**config.mk**
```make
export PLATFORM = sky130hd
export DESIGN_NAME = host_word_loader_flat
export DESIGN_NICKNAME = d
export VERILOG_FILES = /design/src/rtl/trading_pkg.sv /design/src/rtl/host_word_loader_if.sv /design/src/rtl/host_word_loader_varcount.sv /design/src/rtl/host_word_loader.sv /design/src/flat_wrapper.sv
export SDC_FILE = /design/constraint.sdc
export NUM_CORES = 1
export LEC_CHECK = 0
export CAP_MARGIN = 15
export CELL_PAD_IN_SITES_DETAIL_PLACEMENT = 1
export CELL_PAD_IN_SITES_GLOBAL_PLACEMENT = 2
export CORE_MARGIN = 5
export CORE_UTILIZATION = 32
export CTS_CLUSTER_DIAMETER = 40
export DETAILED_ROUTE_END_ITERATION = 12
export PLACE_DENSITY = 0.89
export SLEW_MARGIN = 20
export SYNTH_ARGS = -nofsm -noshare
export SYNTH_HDL_FRONTEND = slang
export SYNTH_HIERARCHICAL = 1
export SYNTH_SLANG_ARGS = --single-unit
```
**constraint.sdc**
```tcl
create_clock -name clock -period 3.94 [get_ports clock]
set_input_delay 0.788 -clock clock [delete_from_list [all_inputs] [get_ports clock]]
set_output_delay 0.788 -clock clock [all_outputs]
set_load 0.01 [all_outputs]
```
**src/rtl/trading_pkg.sv**
```systemverilog
`default_nettype none
// ============================================================================
//  Module      : trading_pkg
//  Description : Shared constants and the loader state type for the
//                host-side packet path (host_word_loader -> DataManager).
//  Revision    : 1.0  initial release
// ============================================================================
package trading_pkg;

    // Number of book-side modules fed by one packet.
    localparam int BSMODS           = 4;
    // Width of one packet record as read by DataManager.
    localparam int DATASIZE         = 192;
    // 32-bit words that make up one record.
    localparam int WORDS_PER_RECORD = DATASIZE / 32;

    // Loader FSM encodings; plain constants keep older code that compares
    // against raw 3-bit values working.
    localparam logic [2:0] ST_FILL     = 3'd0;
    localparam logic [2:0] ST_WRITE    = 3'd1;
    localparam logic [2:0] ST_DONE     = 3'd2;
    localparam logic [2:0] ST_DRAIN    = 3'd3;
    localparam logic [2:0] ST_IDLEWAIT = 3'd4;

    typedef enum logic [2:0] {
        FILL     = ST_FILL,
        WRITE    = ST_WRITE,
        DONE     = ST_DONE,
        DRAIN    = ST_DRAIN,
        IDLEWAIT = ST_IDLEWAIT
    } loader_state_t;

endpackage
`default_nettype wire

```
**src/rtl/host_word_loader_if.sv**
```systemverilog
`default_nettype none
// ============================================================================
//  Module      : host_word_loader_if
//  Description : Host byte stream, reader status and memory port B write
//                signals of the host word loader, bundled as one interface.
//  Revision    : 1.0  initial release
// ============================================================================
interface host_word_loader_if;

    // Host byte stream
    logic [7:0]  rx_data;
    logic        rx_valid;
    logic        rx_sof;
    logic        rx_ready;

    // Reader status
    logic        OutOfData;

    // Shared memory port B and batch status
    logic [31:0] memAddrB;
    logic [31:0] memDataB;
    logic        memWeB;
    logic        DONE_WRITING;
    logic        busy;

    // Host / environment side
    modport master (
        output rx_data, rx_valid, rx_sof, OutOfData,
        input  rx_ready, memAddrB, memDataB, memWeB, DONE_WRITING, busy
    );

    // Loader side
    modport slave (
        input  rx_data, rx_valid, rx_sof, OutOfData,
        output rx_ready, memAddrB, memDataB, memWeB, DONE_WRITING, busy
    );

endinterface
`default_nettype wire

```
**src/rtl/host_word_loader_varcount.sv**
```systemverilog
`default_nettype none
// ============================================================================
//  Module      : VarCount
//  Description : Width-parameterised up-counter with clear and increment.
//                When both are asserted the count restarts from zero and is
//                then incremented, so a clear can coincide with a new event.
//  Revision    : 1.0  initial release
// ============================================================================
module VarCount #(
    parameter int WIDTH = 2
) (
    input  wire logic             clock,
    input  wire logic             reset,
    input  wire logic             inc,
    input  wire logic             clear,
    output logic [WIDTH-1:0]      count
);

    logic [WIDTH-1:0] r_count;
    logic [WIDTH-1:0] w_base;

    // Starting point of the update: zero on clear, otherwise the held count.
    always_comb begin
        w_base = clear ? '0 : r_count;
    end

    // Counter register; wraps naturally at 2**WIDTH.
    always_ff @(posedge clock or posedge reset) begin
        if (reset) begin
            r_count <= '0;
        end else if (clear || inc) begin
            r_count <= w_base + WIDTH'(inc);
        end
    end

    assign count = r_count;

endmodule
`default_nettype wire

```
**src/rtl/host_word_loader.sv**
```systemverilog
`default_nettype none
// ============================================================================
//  Module      : host_word_loader
//  Description : Packs a host byte stream little-endian into 32-bit words and
//                writes one batch of NUM_RECORDS*WORDS_PER_RECORD words to
//                shared memory port B from word address 0, then pulses
//                DONE_WRITING and waits for the reader to consume the batch.
//                Bytes are only taken while the reader reports OutOfData.
//  Revision    : 1.0  initial release
// ============================================================================
module host_word_loader #(
    parameter int WORDS_PER_RECORD = trading_pkg::WORDS_PER_RECORD,
    parameter int NUM_RECORDS      = 1,
    parameter int AW               = 30
) (
    input  wire logic          clock,
    input  wire logic          reset,
    host_word_loader_if.slave  bus
);

    import trading_pkg::*;

    localparam int            TOTAL       = NUM_RECORDS * WORDS_PER_RECORD;
    localparam logic [AW-1:0] C_LAST_ADDR = AW'(TOTAL - 1);

    // Registered state
    logic [2:0]    r_state;
    logic [31:0]   r_word;
    logic          r_busy;

    // Counter values (held inside VarCount instances)
    logic [1:0]    w_byte_cnt;
    logic [AW-1:0] w_word_addr;

    // Combinational control
    logic [2:0]    w_state_nxt;
    logic          w_ready;
    logic          w_accept;
    logic          w_sof_accept;
    logic [1:0]    w_lane;
    logic          w_word_last;
    logic          w_byte_inc;
    logic          w_byte_clr;
    logic          w_addr_inc;
    logic          w_addr_clr;

    // Byte position inside the word being assembled.
    VarCount #(
        .WIDTH (2)
    ) u_byte_cnt (
        .clock (clock),
        .reset (reset),
        .inc   (w_byte_inc),
        .clear (w_byte_clr),
        .count (w_byte_cnt)
    );

    // Word address of the next memory write.
    VarCount #(
        .WIDTH (AW)
    ) u_word_addr (
        .clock (clock),
        .reset (reset),
        .inc   (w_addr_inc),
        .clear (w_addr_clr),
        .count (w_word_addr)
    );

    // Handshake, counter control, next-state decode and port-B outputs.
    always_comb begin
        w_state_nxt  = r_state;
        w_ready      = (r_state == ST_FILL) && bus.OutOfData;
        w_accept     = bus.rx_valid && w_ready;
        w_sof_accept = w_accept && bus.rx_sof;
        // A start-of-batch byte always lands in lane 0, whatever was pending.
        w_lane       = w_sof_accept ? 2'd0 : w_byte_cnt;
        w_word_last  = (w_word_addr == C_LAST_ADDR);

        w_byte_inc   = w_accept;
        w_byte_clr   = w_sof_accept;
        w_addr_inc   = 1'b0;
        w_addr_clr   = w_sof_accept;

        unique case (r_state)
            ST_FILL: begin
                if (w_accept && (w_lane == 2'd3)) begin
                    w_state_nxt = ST_WRITE;
                end
            end
            ST_WRITE: begin
                if (w_word_last) begin
                    w_addr_clr  = 1'b1;
                    w_state_nxt = ST_DONE;
                end else begin
                    w_addr_inc  = 1'b1;
                    w_state_nxt = ST_FILL;
                end
            end
            ST_DONE: begin
                w_state_nxt = ST_DRAIN;
            end
            ST_DRAIN: begin
                // Reader has picked up the batch once it leaves NODATA.
                if (!bus.OutOfData) begin
                    w_state_nxt = ST_IDLEWAIT;
                end
            end
            ST_IDLEWAIT: begin
                // Memory is ours again once the reader reports empty.
                if (bus.OutOfData) begin
                    w_state_nxt = ST_FILL;
                end
            end
            default: begin
                w_state_nxt = ST_FILL;
            end
        endcase

        bus.rx_ready     = w_ready;
        bus.memWeB       = (r_state == ST_WRITE);
        bus.DONE_WRITING = (r_state == ST_DONE);
        bus.memAddrB     = 32'({w_word_addr, 2'b00});
        bus.memDataB     = r_word;
        bus.busy         = r_busy;
    end

    // FSM state, little-endian word assembly and busy flag.
    always_ff @(posedge clock or posedge reset) begin
        if (reset) begin
            r_state <= ST_FILL;
            r_word  <= '0;
            r_busy  <= 1'b0;
        end else begin
            r_state <= w_state_nxt;
            if (w_accept) begin
                r_busy <= 1'b1;
                if (w_sof_accept) begin
                    // Stale upper lanes from an abandoned word are cleared.
                    r_word <= {24'h000000, bus.rx_data};
                end else begin
                    r_word[{w_byte_cnt, 3'b000} +: 8] <= bus.rx_data;
                end
            end
            if ((r_state == ST_IDLEWAIT) && bus.OutOfData) begin
                r_busy <= 1'b0;
            end
        end
    end

endmodule
`default_nettype wire

```
**src/flat_wrapper.sv**
```systemverilog
// flat-port wrapper written by rule: the top's interface ports become plain ports
module host_word_loader_flat import trading_pkg::*;
#(
    parameter int WORDS_PER_RECORD = trading_pkg::WORDS_PER_RECORD,
    parameter int NUM_RECORDS      = 1,
    parameter int AW               = 30
)
  (clock, reset, bus_rx_data, bus_rx_valid, bus_rx_sof, bus_OutOfData, bus_rx_ready, bus_memAddrB, bus_memDataB, bus_memWeB, bus_DONE_WRITING, bus_busy);
  host_word_loader_if bus_i ();
  input  wire logic clock;
  input  wire logic reset;
  input wire logic [$bits(bus_i.rx_data)-1:0] bus_rx_data;
  input wire logic [$bits(bus_i.rx_valid)-1:0] bus_rx_valid;
  input wire logic [$bits(bus_i.rx_sof)-1:0] bus_rx_sof;
  input wire logic [$bits(bus_i.OutOfData)-1:0] bus_OutOfData;
  output wire logic [$bits(bus_i.rx_ready)-1:0] bus_rx_ready;
  output wire logic [$bits(bus_i.memAddrB)-1:0] bus_memAddrB;
  output wire logic [$bits(bus_i.memDataB)-1:0] bus_memDataB;
  output wire logic [$bits(bus_i.memWeB)-1:0] bus_memWeB;
  output wire logic [$bits(bus_i.DONE_WRITING)-1:0] bus_DONE_WRITING;
  output wire logic [$bits(bus_i.busy)-1:0] bus_busy;
  assign bus_i.rx_data = bus_rx_data;
  assign bus_i.rx_valid = bus_rx_valid;
  assign bus_i.rx_sof = bus_rx_sof;
  assign bus_i.OutOfData = bus_OutOfData;
  assign bus_rx_ready = bus_i.rx_ready;
  assign bus_memAddrB = bus_i.memAddrB;
  assign bus_memDataB = bus_i.memDataB;
  assign bus_memWeB = bus_i.memWeB;
  assign bus_DONE_WRITING = bus_i.DONE_WRITING;
  assign bus_busy = bus_i.busy;
  host_word_loader #(.WORDS_PER_RECORD(WORDS_PER_RECORD), .NUM_RECORDS(NUM_RECORDS), .AW(AW)) u_core (.clock(clock), .reset(reset), .bus(bus_i));
endmodule
```
==> reports/qor.txt <==
CTS buffer count: 9
area delta synth->final: 33.8%
GRT Resource Usage Total: 0.156
initial antenna violation count: 0
PwrDens: 415 nW/µm²
Core Box Area: 10,700 µm²
Setup Skew: 0.00866 ns
Netlist cell types: 54
Post-CTS Hold Buffers: 0
critical path fanouts, max: 9
H-tree depth: 3
row count: 38
Layout Nets: 418
Crit. End Element: flip-flop
Synth top area share: 0.490
most common cell after layout, fill and taps aside: clkdlybuf4s50_1
yosys synthesis warning count: 6
most frequent cells in the layout: 78 x clkdlybuf4s50_1, 68 x dfrtp_1, 24 x a22o_1
n_diodes: 0
Starting Density: 0.323
overall routed net length: 10,100 µm
synth top area cells: dfrtp_1 49%, a22o_1 6.1%, ha_1 2.9%
maxcap violations: 0
peak supply drop: 0.204 mV
WS Path Type: reg -> reg
DRT antenna net count: 0
fin crit share: 0.922
DIE AREA: 13,000 µm²
final hold violations: 0
main flop type after synthesis: dfrtp_1
total clock sinks: 68
GRT overflow: 0
DP Cell Count: 526
cell taking the most area after synthesis: dfrtp_1
Hold WC Path Type: reg -> reg
DR iter-0 viols: 144
status: completed
post-CTS resize count: 0
Synth Instances: 311
die extent in x: 114 µm
Die Y-Extent: 114 µm
static leakage: 1.95 nW
vias per inst: 5.44
dpl hpwl: 7350 µm
DRC errors left: 0
Layout Cells excl Fill: 540
max-slew violations: 0
postcts setup bufs: 0
Clk Latency, worst-skew pair: 0.34 ns
Filler cells: 1,203
I/O Pins: 81
Pre-antenna DRT Iters: 5
CTS root buf: clkbuf_8
Yosys reg bits: 68
first-pass GRT wire length: 16,200 µm
Worst EP required: 4.15 ns
largest net degree at the start of global routing: 37
number of global-route vias before repair: 3,132
unrepaired setup endpoints after global routing: no
share of layout cells above drive strength 1: 0.135
TNS Setup: 0 ns
final setup fails: 0
worst endpoint data arrival time: 3.84 ns
Worst Setup Start Kind: flip-flop
CTS tree: built
fin crit period: 3.63 ns
# port buffers: 78
syn_area_per_cell: 11.2 µm²
Seq/Total Area, Yosys: 0.490
fmax: 275 MHz
clock-pin slew on the worst setup and hold paths: 0.07 ns
synthesized cell area: 3470 µm²
Avg WL per Cell: 18.7 µm
Post-synth ARST share: 1.00
CTS max path bufs: 2
Vias: 2,936
GP Congestion: 0.819
number of synthesized flops with an enable pin: 0
## flip-flops by register name, indices dropped and copies added, names as in the netlist
register and count:
u_core/r_state 3, u_core/bus.memDataB 32, u_core/u_byte_cnt/count 2, u_core/bus.busy 1, u_core/u_word_addr/count 30
## Yosys cell counts, types with 2 or more instances
master / count
xnor2_1: 10
nor2_1: 16
and4_2: 2
nand2b_1: 2
o31ai_1: 5
buf_2: 5
mux2i_1: 3
a22o_2: 8
nor4b_1: 3
nand2_1: 18
dfrtp_1: 68
buf_6: 3
a22o_1: 24
o21ai_0: 5
mux2_2: 5
nand4_1: 9
a21oi_1: 13
inv_1: 11
and4_1: 3
clkbuf_1: 4
nor2b_1: 14
nor3_1: 4
xor2_1: 2
nor4_1: 8
or4_4: 2
or4_1: 8
ha_1: 8
buf_4: 2
nand4b_1: 4
nand3_1: 10
nor3b_1: 4
or3_1: 3
o211ai_4: 4
## layer usage
layer	track usage	vias up	share of wire
li1	-	1329	-
met5	0	-	0
met4	0.0435	0	0.016
met1	0.199	1487	0.45
met3	0.0444	16	0.061
met2	0.259	104	0.48
## critical path, cell delays in order, from the launching register on
cell and delay, ns:
dfrtp_1 0.48, or3b_2 0.53, inv_1 0.14, o21a_1 0.32, ha_1 0.29, ha_1 0.25
nand4b_1 0.18, or4_1 0.60, or4_1 0.56, mux2i_1 0.14
## power by group
part / internal [W] / switching, W
Clock: 0.000355 / 0.000252
Combinational: 0.000247 / 0.000224
Sequential: 0.000768 / 0.0000778
## final cells by class
type / instances / area, µm² / area share
multi-input combinational: 218 / 1650 / 0.356
clock buffer: 13 / 179 / 0.0386
timing repair buffer: 89 / 863 / 0.186
sequential: 68 / 1700 / 0.367
inverter: 11 / 41.3 / 0.00890
clock inverter: 1 / 30.0 / 0.00647
tap: 140 / 175 / 0.0377
## per-stage QoR
step / cell area [µm²] / power (W) / hold slack [ns] / util / setup WS [ns]
floorplan: 3470 / 0.00110 / 0.529 / - / 0.172
global placement: 4430 / 0.00131 / 0.489 / 0.412 / 0.136
detailed placement: 4430 / 0.00133 / 0.498 / 0.412 / 0.0313
CTS: 4640 / 0.00195 / 0.514 / 0.432 / 0.306
global route: 4640 / 0.00203 / 0.522 / 0.432 / 0.153
finish: 4640 / 0.00192 / 0.509 / 0.432 / 0.307
## worst paths after layout
| kind | cells past startpoint | from | end | slack [ns] |
|---|---|---|---|---|
| worst max-delay path | 9 | u_core/r_state[0] | u_core/u_word_addr/count[28] | 0.31 |
| worst min-delay path | 1 | u_core/bus.memDataB[13] | u_core/bus.memDataB[13] | 0.51 |
| worst max register to register | 9 | u_core/r_state[0] | u_core/u_word_addr/count[28] | 0.31 |
| worst min register to register | 1 | u_core/bus.memDataB[13] | u_core/bus.memDataB[13] | 0.51 |
| max in group asynchronous | 3 | reset | u_core/bus.memDataB[16] | 2.68 |
| min in group asynchronous | 2 | reset | u_core/u_byte_cnt/count[0] | 0.67 |
## kinds of logic after synthesis
| kind of cell | Yosys count | share of synthesized area |
|---|---|---|
| multiplexers | 10 | 0.0325 |
| AND/OR/NAND/NOR | 121 | 0.217 |
| flip-flops | 68 | 0.490 |
| AO/OA/AOI/OAI | 65 | 0.160 |
| other | 1 | 0.00108 |
| adder cells (fa/ha/maj) | 8 | 0.0289 |
| XOR/XNOR | 12 | 0.0303 |
| buffers and inverters | 26 | 0.0389 |
No activity file was read; power rests on OpenSTA's default activity.
